$ cat config.mk
export PLATFORM = sky130hd
export DESIGN_NAME = rcg_ctrl_rcc_seq
export DESIGN_NICKNAME = d
export VERILOG_FILES = /design/src/rtl/rcg_ctrl_rcc_seq.sv
export SDC_FILE = /design/constraint.sdc
export NUM_CORES = 1
export LEC_CHECK = 0
export ABC_CLOCK_PERIOD_IN_PS = 3200
export CORE_UTILIZATION = 46
export DETAILED_ROUTE_END_ITERATION = 8
export PLACE_DENSITY_LB_ADDON = 0.15
export SLEW_MARGIN = 0
export SYNTH_ARGS = -nofsm -noshare
export SYNTH_HDL_FRONTEND = slang
export SYNTH_SLANG_ARGS = --single-unit
$ cat constraint.sdc
create_clock -name rcg_ctrl_rf_clk -period 3.2 [get_ports rcg_ctrl_rf_clk]
set_input_delay 0.64 -clock rcg_ctrl_rf_clk [delete_from_list [all_inputs] [get_ports rcg_ctrl_rf_clk]]
set_output_delay 0.64 -clock rcg_ctrl_rf_clk [all_outputs]
set_load 0.02 [all_outputs]
$ cat src/rtl/rcg_ctrl_rcc_seq.sv
// rcg_ctrl_rcc_seq: power-up / power-down sequencer for a bank of RCC channels.
// A start request walks the channels upward with the enable command. A stop
// request walks them downward with the disable command. For each participating
// channel the block issues one strobe, waits for the channel to echo the
// command, then idles for a programmable gap before moving to the next channel.
module rcg_ctrl_rcc_seq #(
  parameter int NUM_MOD = 8,
  parameter int DLY_W   = 8,
  parameter int IDX_W   = $clog2(NUM_MOD)
) (
  input  logic                   rcg_ctrl_rf_clk,
  input  logic                   grst,
  input  logic                   seq_start,
  input  logic                   seq_stop,
  input  logic [NUM_MOD-1:0]     seq_mask,
  input  logic [DLY_W-1:0]       seq_gap_dly,
  input  logic [DLY_W-1:0]       seq_ack_tmo,
  input  logic                   seq_err_clr,
  input  logic [6*NUM_MOD-1:0]   rcc_rf_state_out,
  output logic [NUM_MOD-1:0]     rcc_rf_stb,
  output logic [2:0]             rcc_rf_state_in,
  output logic                   seq_busy,
  output logic                   seq_done,
  output logic                   seq_err,
  output logic [IDX_W-1:0]       seq_err_idx
);

  typedef enum logic [2:0] {
    S_IDLE,
    S_ISSUE,
    S_WAIT_ACK,
    S_GAP,
    S_FINISH
  } state_e;

  localparam logic [2:0]       CMD_IDLE = 3'd0;
  localparam logic [2:0]       CMD_EN   = 3'd1;
  localparam logic [2:0]       CMD_DIS  = 3'd2;
  localparam logic [IDX_W-1:0] IDX_LAST = IDX_W'(NUM_MOD - 1);
  localparam logic [IDX_W-1:0] IDX_ONE  = IDX_W'(1);
  localparam logic [DLY_W-1:0] DLY_ONE  = DLY_W'(1);
  localparam logic [DLY_W-1:0] DLY_MAX  = {DLY_W{1'b1}};

  state_e             state_q, state_d;
  logic [2:0]         cmd_q, cmd_d;
  logic               down_q, down_d;
  logic [NUM_MOD-1:0] mask_q, mask_d;
  logic [IDX_W-1:0]   idx_q, idx_d;
  logic [DLY_W-1:0]   tmo_cnt_q, tmo_cnt_d;
  logic [DLY_W-1:0]   gap_cnt_q, gap_cnt_d;
  logic               err_q, err_d;
  logic [IDX_W-1:0]   err_idx_q, err_idx_d;

  logic [2:0]         ch_state;
  logic               ack;
  logic               tmo_hit;
  logic               last_ch;
  logic               err_set;
  logic [IDX_W-1:0]   idx_next;

  // Current state field of the channel being sequenced; upper status bits are not used here.
  assign ch_state = rcc_rf_state_out[6*int'(idx_q) +: 3];
  assign ack      = (ch_state == cmd_q);
  // A zero timeout disables the check entirely.
  assign tmo_hit  = (seq_ack_tmo != '0) && (tmo_cnt_q == seq_ack_tmo - DLY_ONE);
  assign last_ch  = down_q ? (idx_q == '0) : (idx_q == IDX_LAST);
  // Only consumed when last_ch is low, so idx never leaves the channel range.
  assign idx_next = down_q ? (idx_q - IDX_ONE) : (idx_q + IDX_ONE);

  // Next-state, counter and strobe logic for the channel walk.
  always_comb begin
    // NOTE: every signal written in this block gets a default first so no latch is inferred.
    state_d    = state_q;
    cmd_d      = cmd_q;
    down_d     = down_q;
    mask_d     = mask_q;
    idx_d      = idx_q;
    tmo_cnt_d  = tmo_cnt_q;
    gap_cnt_d  = gap_cnt_q;
    err_set    = 1'b0;
    rcc_rf_stb = '0;
    seq_done   = 1'b0;

    case (state_q)
      S_IDLE: begin
        if (seq_start || seq_stop) begin
          // Stop wins when both requests arrive together.
          cmd_d   = seq_stop ? CMD_DIS : CMD_EN;
          down_d  = seq_stop;
          mask_d  = seq_mask;
          idx_d   = seq_stop ? IDX_LAST : '0;
          state_d = S_ISSUE;
        end
      end
      S_ISSUE: begin
        if (mask_q[idx_q]) begin
          rcc_rf_stb[idx_q] = 1'b1;
          tmo_cnt_d         = '0;
          state_d           = S_WAIT_ACK;
        end else if (last_ch) begin
          state_d = S_FINISH;
        end else begin
          idx_d = idx_next;
        end
      end
      S_WAIT_ACK: begin
        // Ack has priority over a timeout expiring in the same cycle.
        if (ack) begin
          gap_cnt_d = seq_gap_dly;
          state_d   = S_GAP;
        end else if (tmo_hit) begin
          err_set = 1'b1;
          state_d = S_IDLE;
        end else if (tmo_cnt_q != DLY_MAX) begin
          tmo_cnt_d = tmo_cnt_q + DLY_ONE;
        end
      end
      S_GAP: begin
        if (gap_cnt_q == '0) begin
          if (last_ch) begin
            state_d = S_FINISH;
          end else begin
            idx_d   = idx_next;
            state_d = S_ISSUE;
          end
        end else begin
          gap_cnt_d = gap_cnt_q - DLY_ONE;
        end
      end
      S_FINISH: begin
        seq_done = 1'b1;
        state_d  = S_IDLE;
      end
      default: state_d = S_IDLE;
    endcase
  end

  // Sticky error flag: a new timeout outranks a clear in the same cycle.
  always_comb begin
    err_d     = err_q;
    err_idx_d = err_idx_q;
    if (err_set) begin
      err_d     = 1'b1;
      err_idx_d = idx_q;
    end else if (seq_err_clr) begin
      err_d     = 1'b0;
      err_idx_d = '0;
    end
  end

  // State register with synchronous reset; reset drops any sequence in flight.
  always_ff @(posedge rcg_ctrl_rf_clk) begin
    // NOTE: non-blocking assignments so every flop samples its pre-edge inputs together.
    if (grst) begin
      state_q   <= S_IDLE;
      cmd_q     <= CMD_IDLE;
      down_q    <= 1'b0;
      mask_q    <= '0;
      idx_q     <= '0;
      tmo_cnt_q <= '0;
      gap_cnt_q <= '0;
      err_q     <= 1'b0;
      err_idx_q <= '0;
    end else begin
      state_q   <= state_d;
      cmd_q     <= cmd_d;
      down_q    <= down_d;
      mask_q    <= mask_d;
      idx_q     <= idx_d;
      tmo_cnt_q <= tmo_cnt_d;
      gap_cnt_q <= gap_cnt_d;
      err_q     <= err_d;
      err_idx_q <= err_idx_d;
    end
  end

  // Busy covers the walk itself; the done cycle and idle report not busy.
  assign seq_busy        = (state_q == S_ISSUE) || (state_q == S_WAIT_ACK) || (state_q == S_GAP);
  assign rcc_rf_state_in = seq_busy ? cmd_q : CMD_IDLE;
  assign seq_err         = err_q;
  assign seq_err_idx     = err_idx_q;

endmodule

==> results of run 1 <==
-- critical path, stage by stage (launching register included) --
cell and delay (ns):
dfxtp_2 0.43, mux4_2 0.56, mux2i_2 0.24, nor2_1 0.12, nand2_2 0.18, nor3_1 0.08, clkdlybuf4s50_1 0.54
-- per-layer routing --
| metal | share of wire | GRT usage | vias to the layer above |
|---|---|---|---|
| li1 | - | - | 1394 |
| met1 | 0.44 | 0.303 | 1307 |
| met2 | 0.51 | 0.423 | 55 |
| met3 | 0.038 | 0.0372 | 8 |
| met4 | 0.013 | 0.0574 | 0 |
| met5 | 0 | 0 | - |
-- cell usage in the layout, fill, tap and decap left out, types with 7 or more instances in the layout --
cell and count:
nand2b_1 8, inv_1 16, nor2b_1 7, buf_4 26, dfxtp_1 34, a21oi_1 22
nor2_1 32, nand3_1 13, o21ai_0 13, clkdlybuf4s50_1 68, nor3_1 11, mux2i_1 19
nand2_1 35, or4_1 8
-- power breakdown --
group          internal (W)  leakage [nW]  switching [W]  total [W]
Combinational      0.000450          1.08       0.000544   0.000994
Sequential         0.000509         0.294      0.0000820   0.000591
Clock              0.000231        0.0552       0.000163   0.000395
Total               0.00119          1.43       0.000790    0.00198
-- final timing paths --
kind / startpoint / endpoint / slack (ns) / depth (start not counted)
max: idx_q[1] / rcc_rf_stb[1] / 0.13 / 6
min: seq_err / seq_err / 0.48 / 2
max reg2reg: idx_q[2] / seq_err_idx[0] / 0.43 / 9
min reg2reg: seq_err / seq_err / 0.48 / 2
-- per-stage QoR --
stage	setup TNS (ns)	hold slack, ns	cells
floorplan	0	0.455	339
global placement	-1.29	0.458	484
detailed placement	-1.33	0.476	484
CTS	0	0.486	492
global route	-0.00436	0.495	492
finish	0	0.482	492
-- final cells by class --
cell class	instances	area share
Timing Repair Buffer	95	0.241
Clock inverter	2	0.00943
Clock buffer	6	0.0195
Inverter	16	0.0162
Multi-Input combinational cell	265	0.495
Sequential cell	36	0.195
Tap cell	72	0.0242
-- kinds of logic after synthesis --
family	count (synthesis)	share of synthesized area
adder cells (fa/ha/maj)	6	0.0306
AND/OR/NAND/NOR	141	0.273
other	1	0.00139
XOR/XNOR	9	0.0320
buffers and inverters	38	0.0654
AO/OA/AOI/OAI	81	0.217
multiplexers	27	0.113
flip-flops	36	0.267
-- sequential cells by signal, indices dropped and copies added, names as in the netlist --
name and count:
gap_cnt_q 8, seq_err_idx 3, seq_err 1, state_q 3
idx_q 3, down_q 1, tmo_cnt_q 8, mask_q 8
cmd_q 1
-- timing repair --
action	CTS	global route
buffers inserted	0	0
endpoints found under the setup margin	4	16
gates resized for setup	2	7
==> reports/results.tsv, run 1 <==
metric	value	unit
status	finished, final reports clean	
ys_top_cells_by_count	36 x dfxtp_1, 36 x nand2_1, 32 x nor2_1	
start_util	0.484	
cp-start-kind	flop	
tightest_slew	0.547	ns
setup_viol	0	
clock-root-buffer	clkbuf_8	
layout_setup_ws	0.127	ns
synthArstFlopShare	0	
viasPerCell	5.62	
register_area	723	um2
num_vias	2764	
fin_area	0.00372	mm2
grt_pass1_vias	2660	
fillers	505	
power_leakage	1.43	nW
maxCapViolCount	0	
cts_hold_buf	0	
dr.pass1.iters	4	
cp.arrival	2.43	ns
grt.overflow.total	0	
syn_area	0.00270	mm2
end_kind	primary output	
nNetsFinal	502	
multi_input_comb_area	0.00184	mm2
max_freq	0.325	GHz
die_x	78.6	um
min_period	3.07	ns
insertion_delay	0.29	ns
syn-instance-count	339	
clock_path_buffers	2	
critical_path_class	reg -> out	
route.detailed.drc	0	
synth_area_per_cell	7.95	um2
skew	0.00660	ns
yosysTopAreaCellShare	0.267	
die_h	78.6	um
yosys.area.top_type	dfxtp_1	
synthTopCellsByArea	dfxtp_1 27%, mux2i_1 7.4%, nand2_1 5.0%, nor2_1 4.5%, a21oi_1 4.1%	
port_buffers	68	
required	2.56	ns
final_core_util	0.667	
initialDrtViolationCount	89	
clock-sinks	36	
maxSlewViolCount	0	
p_per_area	533	mW/mm2
globalplace.congestion	0.932	
n_antenna_cell	0	
synthToLayoutAreaGrowth	37.8	%
wl_per_cell	14.1	um
ant_nets	0	
synth.distinct_cells	68	
coreArea	0.00557	mm2
dieArea	0.00617	mm2
cts_tree	done	
cp_max_fo	6	
io_pins	94	
row_count	27	
dpl_cell_area	0.00357	mm2
holdCritPathClass	reg -> reg	
syn_nets	422	
synth_edf_count	0	
total_power	0.00198	W
numCtsBuffers	5	
vdd_ir_drop_max	0.000338	V
ys_seq_area_frac	0.267	
yosysWarnings	0	
track_usage	0.240	
hpwl	5.29	mm
finalHoldViolCount	0	
clk_pin_slew	0.07	ns
grt_pass1_wl	12.1	mm
cts_max_level	2	
fin_crit_sh	0.960	
wirelength	6.94	mm
slew_headroom	0.632	
antenna_found_initial	0	
dpl_worst_slack	-0.199	ns
ys_seq_elements	36	
grt_max_degree	16	
ys.flop_type	dfxtp_1	
drive_gt1_frac	0.140	
Power figures use the tool's default switching activity.
==> run 2: changes to the inputs <==
Settings changed: SKIP_CTS_REPAIR_TIMING from default to 1.
==> reports/results.tsv, run 2 (same netlist as run 1, synthesis figures left out) <==
metric	value	unit	change
wirelength	6.91	mm	was 6.94 mm
hpwl	5.29	mm	unchanged
cp.arrival	2.43	ns	about the same
cts_max_level	2		unchanged
layout_setup_ws	0.129	ns	was 0.127 ns
viasPerCell	5.62		about the same
drive_gt1_frac	0.140		unchanged
maxCapViolCount	0		unchanged
clk_pin_slew	0.07	ns	about the same
antenna_found_initial	0		unchanged
final_common_cell	clkdlybuf4s50_1		unchanged
skew	0.00694	ns	was 0.00660 ns
finalHoldViolCount	0		unchanged
status	finished, final reports clean		unchanged
r2r-end	seq_err_idx[0]		unchanged
place_inst	484		unchanged
port_buffers	68		unchanged
cp-start-kind	flop		unchanged
final_cell_mix	68 x clkdlybuf4s50_1, 35 x nand2_1, 34 x dfxtp_1, 32 x nor2_1, 26 x buf_4		unchanged
route.detailed.drc	0		unchanged
cts_tree	done		unchanged
num_vias	2765		was 2764
maxSlewViolCount	0		unchanged
clock_path_buffers	2		unchanged
die_x	78.6	um	unchanged
fillers	505		unchanged
p_per_area	533	mW/mm2	about the same
nNetsFinal	502		unchanged
fin_crit_sh	0.960		about the same
final_core_util	0.667		unchanged
grt_pass1_wl	12.0	mm	was 12.1 mm
io_pins	94		unchanged
synthToLayoutAreaGrowth	37.8	%	unchanged
dpl_worst_slack	-0.199	ns	unchanged
clock-sinks	36		unchanged
max_freq	0.326	GHz	was 0.325 GHz
grt.overflow.total	0		unchanged
ant_nets	0		unchanged
top_regs	gap_cnt_q: 8 flops, mask_q: 8 flops, tmo_cnt_q: 8 flops		unchanged
min_period	3.07	ns	about the same
fin_area	0.00372	mm2	unchanged
track_usage	0.239		was 0.240
register_area	723	um2	unchanged
crit_path_start	idx_q[1]		unchanged
n_antenna_cell	0		unchanged
dieArea	0.00617	mm2	unchanged
clock-root-buffer	clkbuf_8		unchanged
dpl_cell_area	0.00357	mm2	unchanged
vdd_ir_drop_max	0.000336	V	was 0.000338 V
reg2reg_depth	9		unchanged
holdCritPathClass	reg -> reg		unchanged
tightest_slew	0.541	ns	was 0.547 ns
dr.pass1.iters	4		unchanged
instances_no_fill	492		unchanged
critPathCapture	rcc_rf_stb[3]		was rcc_rf_stb[1]
cp_max_fo	6		unchanged
rr_startpoint	idx_q[2]		unchanged
start_util	0.484		unchanged
insertion_delay	0.29	ns	about the same
critical_path_class	reg -> out		unchanged
globalplace.congestion	0.932		unchanged
setup_viol	0		unchanged
grt_max_degree	16		unchanged
worst_hold_slack	0.482	ns	about the same
wl_per_cell	14.0	um	was 14.1 um
power_leakage	1.43	nW	unchanged
r2r_setup_slack	0.44	ns	was 0.43 ns
grt_pass1_vias	2634		was 2660
coreArea	0.00557	mm2	unchanged
initialDrtViolationCount	88		was 89
end_kind	primary output		unchanged
row_count	27		unchanged
die_h	78.6	um	unchanged
required	2.56	ns	about the same
numCtsBuffers	5		unchanged
multi_input_comb_area	0.00184	mm2	unchanged
slew_headroom	0.636		was 0.632
[run 2: report_power, final]
| group | internal (W) | switching (W) | total [W] |
|---|---|---|---|
| registers | 0.000509 | 0.0000814 | 0.000590 |
| logic | 0.000450 | 0.000544 | 0.000994 |
| clock network | 0.000231 | 0.000164 | 0.000395 |
| total | 0.00119 | 0.000789 | 0.00198 |
[run 2: how the worst min path moves through the flow]
| stage | startpoint | to | slack, ns | depth (start not counted) |
|---|---|---|---|---|
| after floorplan | mask_q[4] | mask_q[4] | 0.45 | 2 |
| after global placement | seq_err | seq_err | 0.46 | 2 |
| after detailed placement | seq_err | seq_err | 0.48 | 2 |
| after CTS | seq_err | seq_err | 0.49 | 2 |
| after global routing | seq_err | seq_err | 0.49 | 2 |
| final | seq_err | seq_err | 0.48 | 2 |
[run 2: layout make-up]
cell class                 instances  area share
multi-input combinational        265       0.495
timing repair buffer              95       0.241
sequential                        36       0.195
tap                               72      0.0242
clock buffer                       6      0.0195
inverter                          16      0.0162
clock inverter                     2     0.00943
[run 2: metal layers]
metal / GRT usage / part of all wire / up-vias
li1: - / - / 1393
met1: 0.303 / 0.44 / 1313
met2: 0.422 / 0.51 / 51
met3: 0.0372 / 0.036 / 8
met4: 0.0500 / 0.013 / 0
met5: 0 / 0 / -
[run 2: critical path: stages, from the launching register on]
cell,delay (ns)
dfxtp_2,0.43
mux4_2,0.56
mux2i_2,0.24
nor2_1,0.11
nand2_2,0.18
nor3_1,0.08
clkdlybuf4s50_1,0.54
[run 2: metrics by stage]
stage | setup TNS [ns] | total power [W]
2_1_floorplan | 0 | 0.00127
3_3_place_gp | -1.29 | 0.00154
3_5_place_dp | -1.33 | 0.00156
4_1_cts | -0.193 | 0.00197
5_1_grt | -0.00436 | 0.00210
6_report | 0 | 0.00198
==> run 3: changes to the inputs <==
Settings changed: SKIP_LAST_GASP from default to 1.
==> results of run 3 <==
The final DEF is identical to that of run 2; final timing and power are the same.
